File: config.mk
export PLATFORM = sky130hd
export DESIGN_NAME = vga_pattern_gen
export DESIGN_NICKNAME = d
export VERILOG_FILES = /design/src/rtl/vga_pattern_gen.sv
export SDC_FILE = /design/constraint.sdc
export NUM_CORES = 1
export LEC_CHECK = 0
export ABC_AREA = 1
export BUFFER_PORTS_ARGS = -buffer_cell sky130_fd_sc_hd__buf_4
export CAP_MARGIN = 20
export CORE_AREA = 3 3 115 117
export DETAILED_ROUTE_END_ITERATION = 10
export DIE_AREA = 0 0 118 120
export HOLD_SLACK_MARGIN = 0.12
export PLACE_DENSITY = 0.8
export SLEW_MARGIN = 20
export SYNTH_ARGS = -nofsm -noshare
export SYNTH_HDL_FRONTEND = slang
export SYNTH_SLANG_ARGS = --single-unit
File: constraint.sdc
create_clock -name aclk -period 4.6 [get_ports aclk]
set_input_delay 0.92 -clock aclk [delete_from_list [all_inputs] [get_ports aclk]]
set_output_delay 0.92 -clock aclk [all_outputs]
set_load 0.01 [all_outputs]
File: src/rtl/vga_pattern_gen.sv
// AXI-Stream test-pattern source: solid, colour bars, checkerboard or gradient frames in raster order.
// Define VGA_PATGEN_SCROLL_EN to scroll the gradient one pixel left per completed frame.
`timescale 1ns/1ps
module vga_pattern_gen #(
  parameter int FCNT_W = 8
) (
  input  logic              aclk,
  input  logic              aresetn,
  input  logic              init,
  input  logic [1:0]        pat_sel,
  input  logic [11:0]       solid_rgb,
  input  logic [15:0]       H_RES,
  input  logic [15:0]       V_RES,
  output logic              m_tvalid,
  input  logic              m_tready,
  output logic [11:0]       m_tdata,
  output logic              m_tlast,
  output logic              m_tuser,
  output logic [FCNT_W-1:0] frame_cnt
);

  // Handshake: a beat transfers on an edge where m_tvalid && m_tready; while
  // m_tvalid && !m_tready every output is held and no counter moves.

  logic [15:0]       x_q, x_d, y_q, y_d;
  logic [15:0]       bar_cnt_q, bar_cnt_d;
  logic [2:0]        bar_idx_q, bar_idx_d;
  logic [1:0]        sel_q, sel_d;
  logic [11:0]       rgb_q, rgb_d;
  logic              tvalid_q, tvalid_d, tlast_q, tlast_d, tuser_q, tuser_d;
  logic              eof_q, eof_d;
  logic [11:0]       tdata_q, tdata_d;
  logic [FCNT_W-1:0] fcnt_q, fcnt_d;

  logic [15:0] h_max, v_max, bw, offset, xs;
  logic [16:0] grad_sum;
  logic [1:0]  cur_sel;
  logic [11:0] cur_rgb, pixel;
  logic        at_origin, x_end, y_end, load;

  function automatic logic [11:0] bar_colour(input logic [2:0] idx);
    case (idx)
      3'd0:    return 12'hFFF;
      3'd1:    return 12'h0FF;
      3'd2:    return 12'hFF0;
      3'd3:    return 12'h0F0;
      3'd4:    return 12'hF0F;
      3'd5:    return 12'h00F;
      3'd6:    return 12'hF00;
      default: return 12'h000;
    endcase
  endfunction

  always_comb begin
    h_max     = (H_RES == 16'd0) ? 16'd0 : H_RES - 16'd1;
    v_max     = (V_RES == 16'd0) ? 16'd0 : V_RES - 16'd1;
    bw        = (H_RES[15:3] == 13'd0) ? 16'd1 : {3'd0, H_RES[15:3]};
    at_origin = (x_q == 16'd0) && (y_q == 16'd0);
    x_end     = (x_q >= h_max);
    y_end     = (y_q >= v_max);
    load      = !tvalid_q || m_tready;
    // The first pixel of a frame uses the live selection, later pixels the shadow copy.
    cur_sel   = at_origin ? pat_sel : sel_q;
    cur_rgb   = at_origin ? solid_rgb : rgb_q;
`ifdef VGA_PATGEN_SCROLL_EN
    offset    = 16'(fcnt_q);
`else
    offset    = 16'd0;
`endif
    xs        = x_q + offset;
    grad_sum  = {1'b0, xs} + {1'b0, y_q};
    case (cur_sel)
      2'd0:    pixel = cur_rgb;
      2'd1:    pixel = bar_colour(bar_idx_q);
      2'd2:    pixel = (x_q[4] ^ y_q[4]) ? 12'h000 : 12'hFFF;
      default: pixel = {4'(grad_sum >> 5), 4'(y_q >> 4), 4'(xs >> 4)};
    endcase
  end

  always_comb begin
    x_d       = x_q;
    y_d       = y_q;
    bar_cnt_d = bar_cnt_q;
    bar_idx_d = bar_idx_q;
    sel_d     = sel_q;
    rgb_d     = rgb_q;
    tvalid_d  = tvalid_q;
    tlast_d   = tlast_q;
    tuser_d   = tuser_q;
    eof_d     = eof_q;
    tdata_d   = tdata_q;
    fcnt_d    = fcnt_q;
    if (load) begin
      tdata_d  = pixel;
      tlast_d  = x_end;
      tuser_d  = at_origin;
      eof_d    = x_end && y_end;
      tvalid_d = 1'b1;
      if (at_origin) begin
        sel_d = pat_sel;
        rgb_d = solid_rgb;
      end
      if (x_end) begin
        x_d       = 16'd0;
        y_d       = y_end ? 16'd0 : y_q + 16'd1;
        bar_cnt_d = 16'd0;
        bar_idx_d = 3'd0;
      end else begin
        x_d = x_q + 16'd1;
        // Bar index steps every bw pixels and sticks at 7 to absorb the remainder.
        if (bar_cnt_q >= bw - 16'd1) begin
          bar_cnt_d = 16'd0;
          if (bar_idx_q != 3'd7) bar_idx_d = bar_idx_q + 3'd1;
        end else begin
          bar_cnt_d = bar_cnt_q + 16'd1;
        end
      end
    end
    if (tvalid_q && m_tready && eof_q) fcnt_d = fcnt_q + 1'b1;
    if (init) begin
      // Restart drops any pending beat; frame count and shadows survive.
      tvalid_d  = 1'b0;
      tlast_d   = 1'b0;
      tuser_d   = 1'b0;
      eof_d     = 1'b0;
      tdata_d   = tdata_q;
      x_d       = 16'd0;
      y_d       = 16'd0;
      bar_cnt_d = 16'd0;
      bar_idx_d = 3'd0;
      sel_d     = sel_q;
      rgb_d     = rgb_q;
      fcnt_d    = fcnt_q;
    end
  end

  always_ff @(posedge aclk or negedge aresetn) begin
    if (!aresetn) begin
      x_q       <= '0;
      y_q       <= '0;
      bar_cnt_q <= '0;
      bar_idx_q <= '0;
      sel_q     <= '0;
      rgb_q     <= '0;
      tvalid_q  <= 1'b0;
      tlast_q   <= 1'b0;
      tuser_q   <= 1'b0;
      eof_q     <= 1'b0;
      tdata_q   <= '0;
      fcnt_q    <= '0;
    end else begin
      x_q       <= x_d;
      y_q       <= y_d;
      bar_cnt_q <= bar_cnt_d;
      bar_idx_q <= bar_idx_d;
      sel_q     <= sel_d;
      rgb_q     <= rgb_d;
      tvalid_q  <= tvalid_d;
      tlast_q   <= tlast_d;
      tuser_q   <= tuser_d;
      eof_q     <= eof_d;
      tdata_q   <= tdata_d;
      fcnt_q    <= fcnt_d;
    end
  end

  assign m_tvalid  = tvalid_q;
  assign m_tdata   = tdata_q;
  assign m_tlast   = tlast_q;
  assign m_tuser   = tuser_q;
  assign frame_cnt = fcnt_q;

endmodule

==> summary.md, run 1 <==
For this run, the top clock speed supported by timing is 270 MHz. The tools report the number of instances in the placed design as 1302. The clock reaches the later pin of the worst-skew pair after 0.34 ns. The area growth from synthesis to layout is 14.0%. The final routed wirelength across all metal layers came out at 18700 um.

The run gives 0.285 as the clock share of power. In this run the worst path has a maximum fanout of 28. Clock tree synthesis inserted a total of 9 buffers.

Measured in cells, the most critical reg-to-reg path has a length of 13. The cell leakage power is 4.49 nW, and the combinational cell fraction of total power is 0.312. The final layout contains 1261 nets. Entering global routing, the biggest net connects 70 pins. The count of synthesis-stage warnings from yosys came out at 0. The full die area is 0.0142 sq mm.

For this design the ratio of total power to cell area is 285 mW/mm^2. Setup repair after global routing left no endpoint under its margin. The flow ran to the end, and the final reports show no timing, DRC or antenna violations.

The clock transition at the registers of the reported paths came out at 0.07 ns. For the worst IR drop on VDD, the log shows 213 uV. The post-route non-filler standard cell count is 1317, and the number of antenna violations at the first check in global routing is 0. The first TritonRoute pass finished after 5 iterations. The first routing iteration left 406 violations.

The tools report the number of maximum-capacitance violations as 0. The tools report the data arrival time of the worst path as 3.96 ns. The largest individual stage delay along the critical path comes from the cell inv_2.

In this run the mean area of a mapped cell was 6.93 sq um. The hold violation total from the final report is 0. Port buffering added 72 buffers.

The run gives 0.360 as the met1 global-route usage. After routing, the total negative slack on setup checks comes to 0 ns. The leading cell type in the layout, fill and taps excluded was nand2_1.

By instance count, the cell type seen most on the critical path is nand3_1. The share of the synthesized area in the top cell type came out at 0.303. The endpoint kind of the worst setup timing path is a flip-flop. The residual overflow from global routing was 0; the fraction of power spent switching nets was 0.353.

Once detailed placement completed, the half-perimeter wirelength came to 14600 um. The library cells used most frequently in the layout, excluding fill and tap cells, are 307 x nand2_1, 136 x nor2_1, 107 x inv_1. STA puts the critical path data required time at 4.86 ns. The number of top-level pins is 73, and the number of routed nets with antenna violations is 0. Clock tree synthesis found a total of 89 sinks. The cell count after synthesis came out at 1060. Sorting the synthesized cells by area gives the leading types as dfrtp_1 30%, nand2_1 16%, ha_1 12%, nor2_1 7.0%, xor2_1 5.7%.

Across all hold checks on the routed design, the worst slack comes to 0.474 ns. The overall track demand over capacity in global routing was 0.271. The starting density of the core was 0.589. After clock tree synthesis, the repair step resized 0 gates.

The time the worst path needs with I/O delays and setup is 3.71 ns, and the max-slew violation count is 0. Using the TritonRoute via totals, the vias-per-cell ratio works out to 5.34. The fraction of final layout cells sized beyond drive strength 1 is 0.109. In this run the most used layer during global routing was met2.

The tools report the number of buffers on the longest clock path as 2. In the routed design, unresolved DRC markers number 0. Final setup violation count: 0. After detailed routing, the average wire length per cell comes to 14.2 um. For the final database, setup skew stands at 0.00856 ns.

The H-tree generated during clock tree synthesis spans 3 levels. The tree is rooted in a clkbuf_16. The total of fill cells in the finished design was 1174; the number of core rows was 41. Along the worst hold path, the cell count comes to 2. The met3 demand-to-capacity share in global routing was 0.0368; the count of hold-fix buffers inserted at cts was 0.

The cell area that synthesis handed to floorplanning was 0.00734 sq mm. The share of the clock period used by the worst path after layout was 0.806. After clock tree synthesis, the setup repair step added 0 buffers. The worst min-delay path class was reg -> reg. The share of power burned in registers came out at 0.403. The run gives 6679 as the via count of the first global-routing pass. The worst path setup slack after routing was 0.895 ns; the highest cell delay on the worst timing path was 0.38 ns.

The met2 track demand over resource was 0.465. In this run, synthesis produced a sequential element count of 89. The internal portion of the total power is 1.54 mW. After floorplanning, the core was sized to cover 0.0125 sq mm. The tightest slew margin relative to the limit is 0.421. The largest area contributor in the netlist is dfrtp_1. Overall die width: 118 um. The critical path goes through buf_4, nor2_1, nand3_1, nor2_1, nand4_1, nor3_1, xor2_1, nand2_1, ha_1, nand4_1, nor3_1, nand2_1, nand3_1, nand2_2, inv_2, nand3_1, o21ai_0.

The actual slew at the worst max-slew pin is 0.868 ns. Summed over all nets, the switching power comes to 0.843 mW. Prior to clock tree synthesis, the placed netlist has a worst setup slack of 0.532 ns.

The number of vias in the routed layout is 7029. Slack of the worst reg-to-reg path: 2.12 ns. Launching element type of the critical path: an input pin. In this run the vertical extent of the chip is 120 um.

The congestion estimate from routability-driven global placement came to 0.890. The count of different cell masters after synthesis is 38. The first global-routing pass estimated 31500 um of wire.

The run gives 0 as the count of inserted antenna diode cells. TritonCTS built the clock tree. For the proportion of synthesized chip area in sequential cells, the log shows 0.303. The critical setup path kind is in -> reg.
-- power by group through the flow --
stage / Sequential [mW] / Clock [mW] / Combinational, mW
detailed placement: 0.975 / 0 / 0.744
global route: 0.976 / 0.721 / 0.849
CTS: 0.960 / 0.692 / 0.749
finish: 0.961 / 0.681 / 0.744
global placement: 0.971 / 0 / 0.731
floorplan: 0.985 / 0 / 0.460
-- cells in the mapped netlist --
cell type  number
xnor2_1        17
ha_1           70
nand3_1        65
inv_2           2
and3_1          2
a32oi_1         1
o31ai_1         1
dfrtp_1        89
a21boi_0        2
nor4_4          1
nand2_4         3
xor2_1         48
nand3b_1        2
nor3_1         28
o21bai_1        5
o21ai_1         2
or2_2           4
buf_6           3
o21ai_0        60
clkbuf_1        5
nor2_1        136
a21oi_1        35
buf_2           7
or2_1           1
nor2_8          1
mux2_2          1
a21o_1          2
nor3b_1         1
inv_1         107
a31oi_1         2
o22ai_1         4
nor4_1          6
nand2_1       307
o21a_1          2
nor2_2          9
conb_1          1
nand2_2         6
nand4_1        22
-- final timing paths --
kind,start,end
worst max-delay path,H_RES[6],y_q[14]$_DFFE_PN0P_
worst min-delay path,rgb_q[2]$_DFFE_PN0P_,rgb_q[2]$_DFFE_PN0P_
worst max register to register,x_q[7]$_DFFE_PN0P_,y_q[14]$_DFFE_PN0P_
worst min register to register,rgb_q[2]$_DFFE_PN0P_,rgb_q[2]$_DFFE_PN0P_
max in group asynchronous,aresetn,y_q[4]$_DFFE_PN0P_
min in group asynchronous,aresetn,x_q[7]$_DFFE_PN0P_
-- metal layers --
metal	part of all wire	up-vias	wire length (um)
met4	0.017	0	322
met5	0	-	0
met2	0.48	179	8900
met1	0.46	3226	8640
met3	0.044	29	818
li1	-	3595	-
-- kinds of logic after synthesis --
family	after synthesis	synth area share
AND/OR/NAND/NOR	594	0.346
buffers and inverters	124	0.0676
AO/OA/AOI/OAI	116	0.0847
flip-flops	89	0.303
adder cells (fa/ha/maj)	70	0.119
XOR/XNOR	65	0.0775
other	1	0.000511
multiplexers	1	0.00153
-- cell type report --
| cell class | count | area (sq um) | share of cell area |
|---|---|---|---|
| clock buffers | 9 | 225 | 0.0269 |
| clock inverters | 6 | 43.8 | 0.00523 |
| inverters | 109 | 409 | 0.0489 |
| multi-input cells | 849 | 4630 | 0.553 |
| flip-flops and latches | 89 | 2230 | 0.266 |
| well taps | 172 | 215 | 0.0257 |
| repair buffers | 83 | 623 | 0.0744 |
-- worst max-delay path: cells and delay by family --
kind / cells / cell delay (ns)
AO/OA/AOI/OAI: 1 / 0.11
adder cells (fa/ha/maj): 1 / 0.31
AND/OR/NAND/NOR: 12 / 1.92
XOR/XNOR: 1 / 0.17
buffers and inverters: 2 / 0.51
-- sequential cells by signal, indices dropped and copies added (netlist names) --
signal,flops
x_q,16
eof_q,1
m_tvalid,1
sel_q,2
rgb_q,12
bar_idx_q,3
y_q,16
m_tdata,12
m_tuser,1
m_tlast,1
frame_cnt,8
bar_cnt_q,16
-- per-stage QoR --
| step | util | area, sq um | power (mW) |
|---|---|---|---|
| after floorplan | - | 7350 | 1.44 |
| after global placement | 0.650 | 8100 | 1.70 |
| after detailed placement | 0.650 | 8100 | 1.72 |
| final | 0.672 | 8370 | 2.39 |
| after global routing | 0.672 | 8370 | 2.55 |
| after CTS | 0.672 | 8370 | 2.40 |
(Power assumes the default switching activity.)
==> inputs of run 2 (changes only) <==
==> constraint.sdc (replaced) <==
create_clock -name aclk -period 3.48 [get_ports aclk]
set_input_delay 0.696 -clock aclk [delete_from_list [all_inputs] [get_ports aclk]]
set_output_delay 0.696 -clock aclk [all_outputs]
set_load 0.01 [all_outputs]
==> summary.md, run 2 (same netlist as run 1, synthesis figures left out) <==
The via count of the first global-routing pass is 6734. The tools report the starting density of the core as 0.589. The die covers 0.0142 sq mm. The max-slew violation count was 0. Setup repair after global routing could not meet its margin everywhere. The longest clock path from root to sink contains 2 buffers. The later pin in the worst-skew pair is clocked with a latency of 0.35 ns. The tightest hold path in the finished design has a slack of 0.322 ns.

Flip-flop and latch area: 0.00223 sq mm. STA classifies the critical path startpoint as an input pin. The first global-routing pass estimated 31500 um of wire. The worst path needs 3.20 ns of the cycle, external delays included. The power density over the cells came out at 387 mW/mm^2.

The overall track demand over capacity in global routing is 0.270, and the growth of design area from synthesis to finish is 20.6%. The number of maximum-capacitance violations was 0; the actual slew at the worst max-slew pin was 0.647 ns. Across all setup checks in the final design, the least slack found is 0.279 ns. The cell leakage power was 4.77 nW.

For the final net count, the log shows 1305. The library cell used most frequently in the layout, excluding fill and tap cells, is nand2_1. In the routed layout, each cell is associated on average with a via count of 5.30. The cell type group with the largest total delay on the critical path is simple AND/OR/NAND/NOR gates. Most used cell along the critical path: nor2_1. The die is 120 um tall. The largest registers in the layout are bar_cnt_q: 16 flops, x_q: 16 flops, y_q: 16 flops. The maximum clock skew at final layout was 0.00984 ns; the number of routed nets with antenna violations was 0. The H-tree depth came out at 3.

The largest single stage delay on the critical path is 0.31 ns. The hold violation total from the final report was 0. TritonCTS built the clock tree. The first detailed-routing pass ran for 6 iterations. The overall die width works out to 118 um. The run finished with clean final reports. The final layout contains routed wiring with a total length of 18500 um.

The tools report the origin of the worst setup path as H_RES[5]. Counting the buffers created by CTS gives 9. Row generation in the floorplan step produced 41 rows.

The fmax is 312 MHz. Leaving out fill and tap cells, the most frequent cells in the layout are 307 x nand2_1, 133 x nor2_1, 123 x buf_4. The worst setup path is of the in -> reg kind. For this design, the CTS-stage hold fixing added 0 buffers.

Buffers placed on the I/O ports in this run total 72. The number of antenna violations at the first check in global routing was 0. The logs give 0 for the residual overflow from global routing and 0.0125 sq mm for the placeable core region. Clock tree synthesis found a total of 89 sinks. The clock root buffer is clkbuf_16.

Entering global routing, the biggest net connects 51 pins. After legalization and detailed placement, the total HPWL measured 14400 um. The min-delay analysis places its worst path in the category in -> async.

The critical path goes through buf_4, nor2_1, nand3_1, nor2_1, nand4_1, nor3_1, xor2_1, nand2_1, ha_1, a21oi_1, o21ai_0, nor2_1, nand3_1, nor2_1, nor2_4, buf_12, nand3_1, nand2_1. The total of fill cells in the finished design is 1042, and the tightest slew margin relative to the limit is 0.565. Worst IR drop on VDD: 301 uV. Together, buffers and inverters on the worst path number 2. The violation count after the first detailed-routing iteration was 516.

The tools report the beginning of the worst register-to-register path as y_q[0]$_DFFE_PN0P_. The repair_antennas step left the layout with diodes totalling 0. The run gives 73 as the number of top-level pins.

The tools report the worst endpoint required time as 3.72 ns. Summing over every cut layer, the via total after detailed routing is 7223. The largest driver fanout on the critical path was 17. Setup violations remaining at the end of the flow were counted as 0. On the critical path, the stage with the largest delay is an instance of ha_1. The global placer's final weighted congestion is 0.923, and the pre-CTS worst setup slack is -0.300 ns. The logs give 0 for the remaining routing DRC violations and 0.00465 sq mm for the multi-input gate area in the final layout.

The fraction of final layout cells sized beyond drive strength 1 was 0.147. The clock transition at the registers of the reported paths works out to 0.07 ns. Endpoint kind of the worst setup timing path: a flip-flop. In the final routed layout, each cell accounts on average for 13.6 um. The share of the clock period used by the worst path after layout was 0.920; the data arrival time of the worst path was 3.44 ns.
==> run 2: cell count changes in the layout (fill, tap and decap cells not counted), sizes merged <==
cell / delta
clkbuf: +1
clkinvlp: -1
buf: +44
bufinv: +3
clkinv: -2
==> run 2: worst reg2reg max path, delay by kind of cell, from the launching register on <==
kind	cells	cell delay (ns)
AO/OA/AOI/OAI	1	0.13
buffers and inverters	2	0.23
AND/OR/NAND/NOR	10	1.22
flip-flops	1	0.42
adder cells (fa/ha/maj)	1	0.21
==> run 2: worst paths after layout <==
check	end	slack, ns	cells past startpoint
worst max register to register	m_tdata[5]$_DFFE_PN0P_	1.20	14
max in group asynchronous	bar_cnt_q[9]$_DFFE_PN0P_	2.50	2
worst min register to register	rgb_q[5]$_DFFE_PN0P_	0.48	2
worst min-delay path	x_q[13]$_DFFE_PN0P_	0.32	1
worst max-delay path	bar_idx_q[1]$_DFFE_PN0P_	0.28	18
min in group aclk	rgb_q[5]$_DFFE_PN0P_	0.48	2
==> run 2: where the power goes <==
| part | internal (mW) | total, mW | leakage [nW] | switching (mW) |
|---|---|---|---|---|
| logic | 0.406 | 1.01 | 3.40 | 0.608 |
| clock network | 0.724 | 1.15 | 0.173 | 0.421 |
| registers | 1.18 | 1.27 | 1.20 | 0.0913 |
| total | 2.31 | 3.43 | 4.77 | 1.12 |
==> run 2: timing repair <==
item | in CTS | in global routing
buffers inserted | 0 | 1
setup endpoints to repair | 0 | 33
gates resized for setup | 0 | 7
==> run 2: cell type report <==
| class | instances | area share |
|---|---|---|
| multi-input combinational | 849 | 0.525 |
| sequential | 89 | 0.251 |
| timing repair buffer | 127 | 0.113 |
| inverter | 109 | 0.0462 |
| clock buffer | 10 | 0.0270 |
| tap | 172 | 0.0243 |
| clock inverter | 6 | 0.0127 |
==> run 2: stage by stage <==
stage	setup TNS [ns]	util	cells	instance area [sq um]	power [mW]
2_1_floorplan	0	-	1062	7350	1.91
3_3_place_gp	-2.85	0.679	1345	8460	2.27
3_5_place_dp	-5.69	0.679	1345	8460	2.29
4_1_cts	0	0.707	1361	8810	3.44
5_1_grt	-0.00295	0.711	1362	8860	3.66
6_report	0	0.711	1362	8860	3.43
==> run 2: per-layer routing <==
layer,part of all wire,vias to the layer above,routed length (um),global-route usage
met1,0.46,3264,8600,0.373
met2,0.45,223,8390,0.432
met5,0,-,0,0
li1,-,3689,-,-
met3,0.053,47,979,0.0386
met4,0.031,0,573,0.106
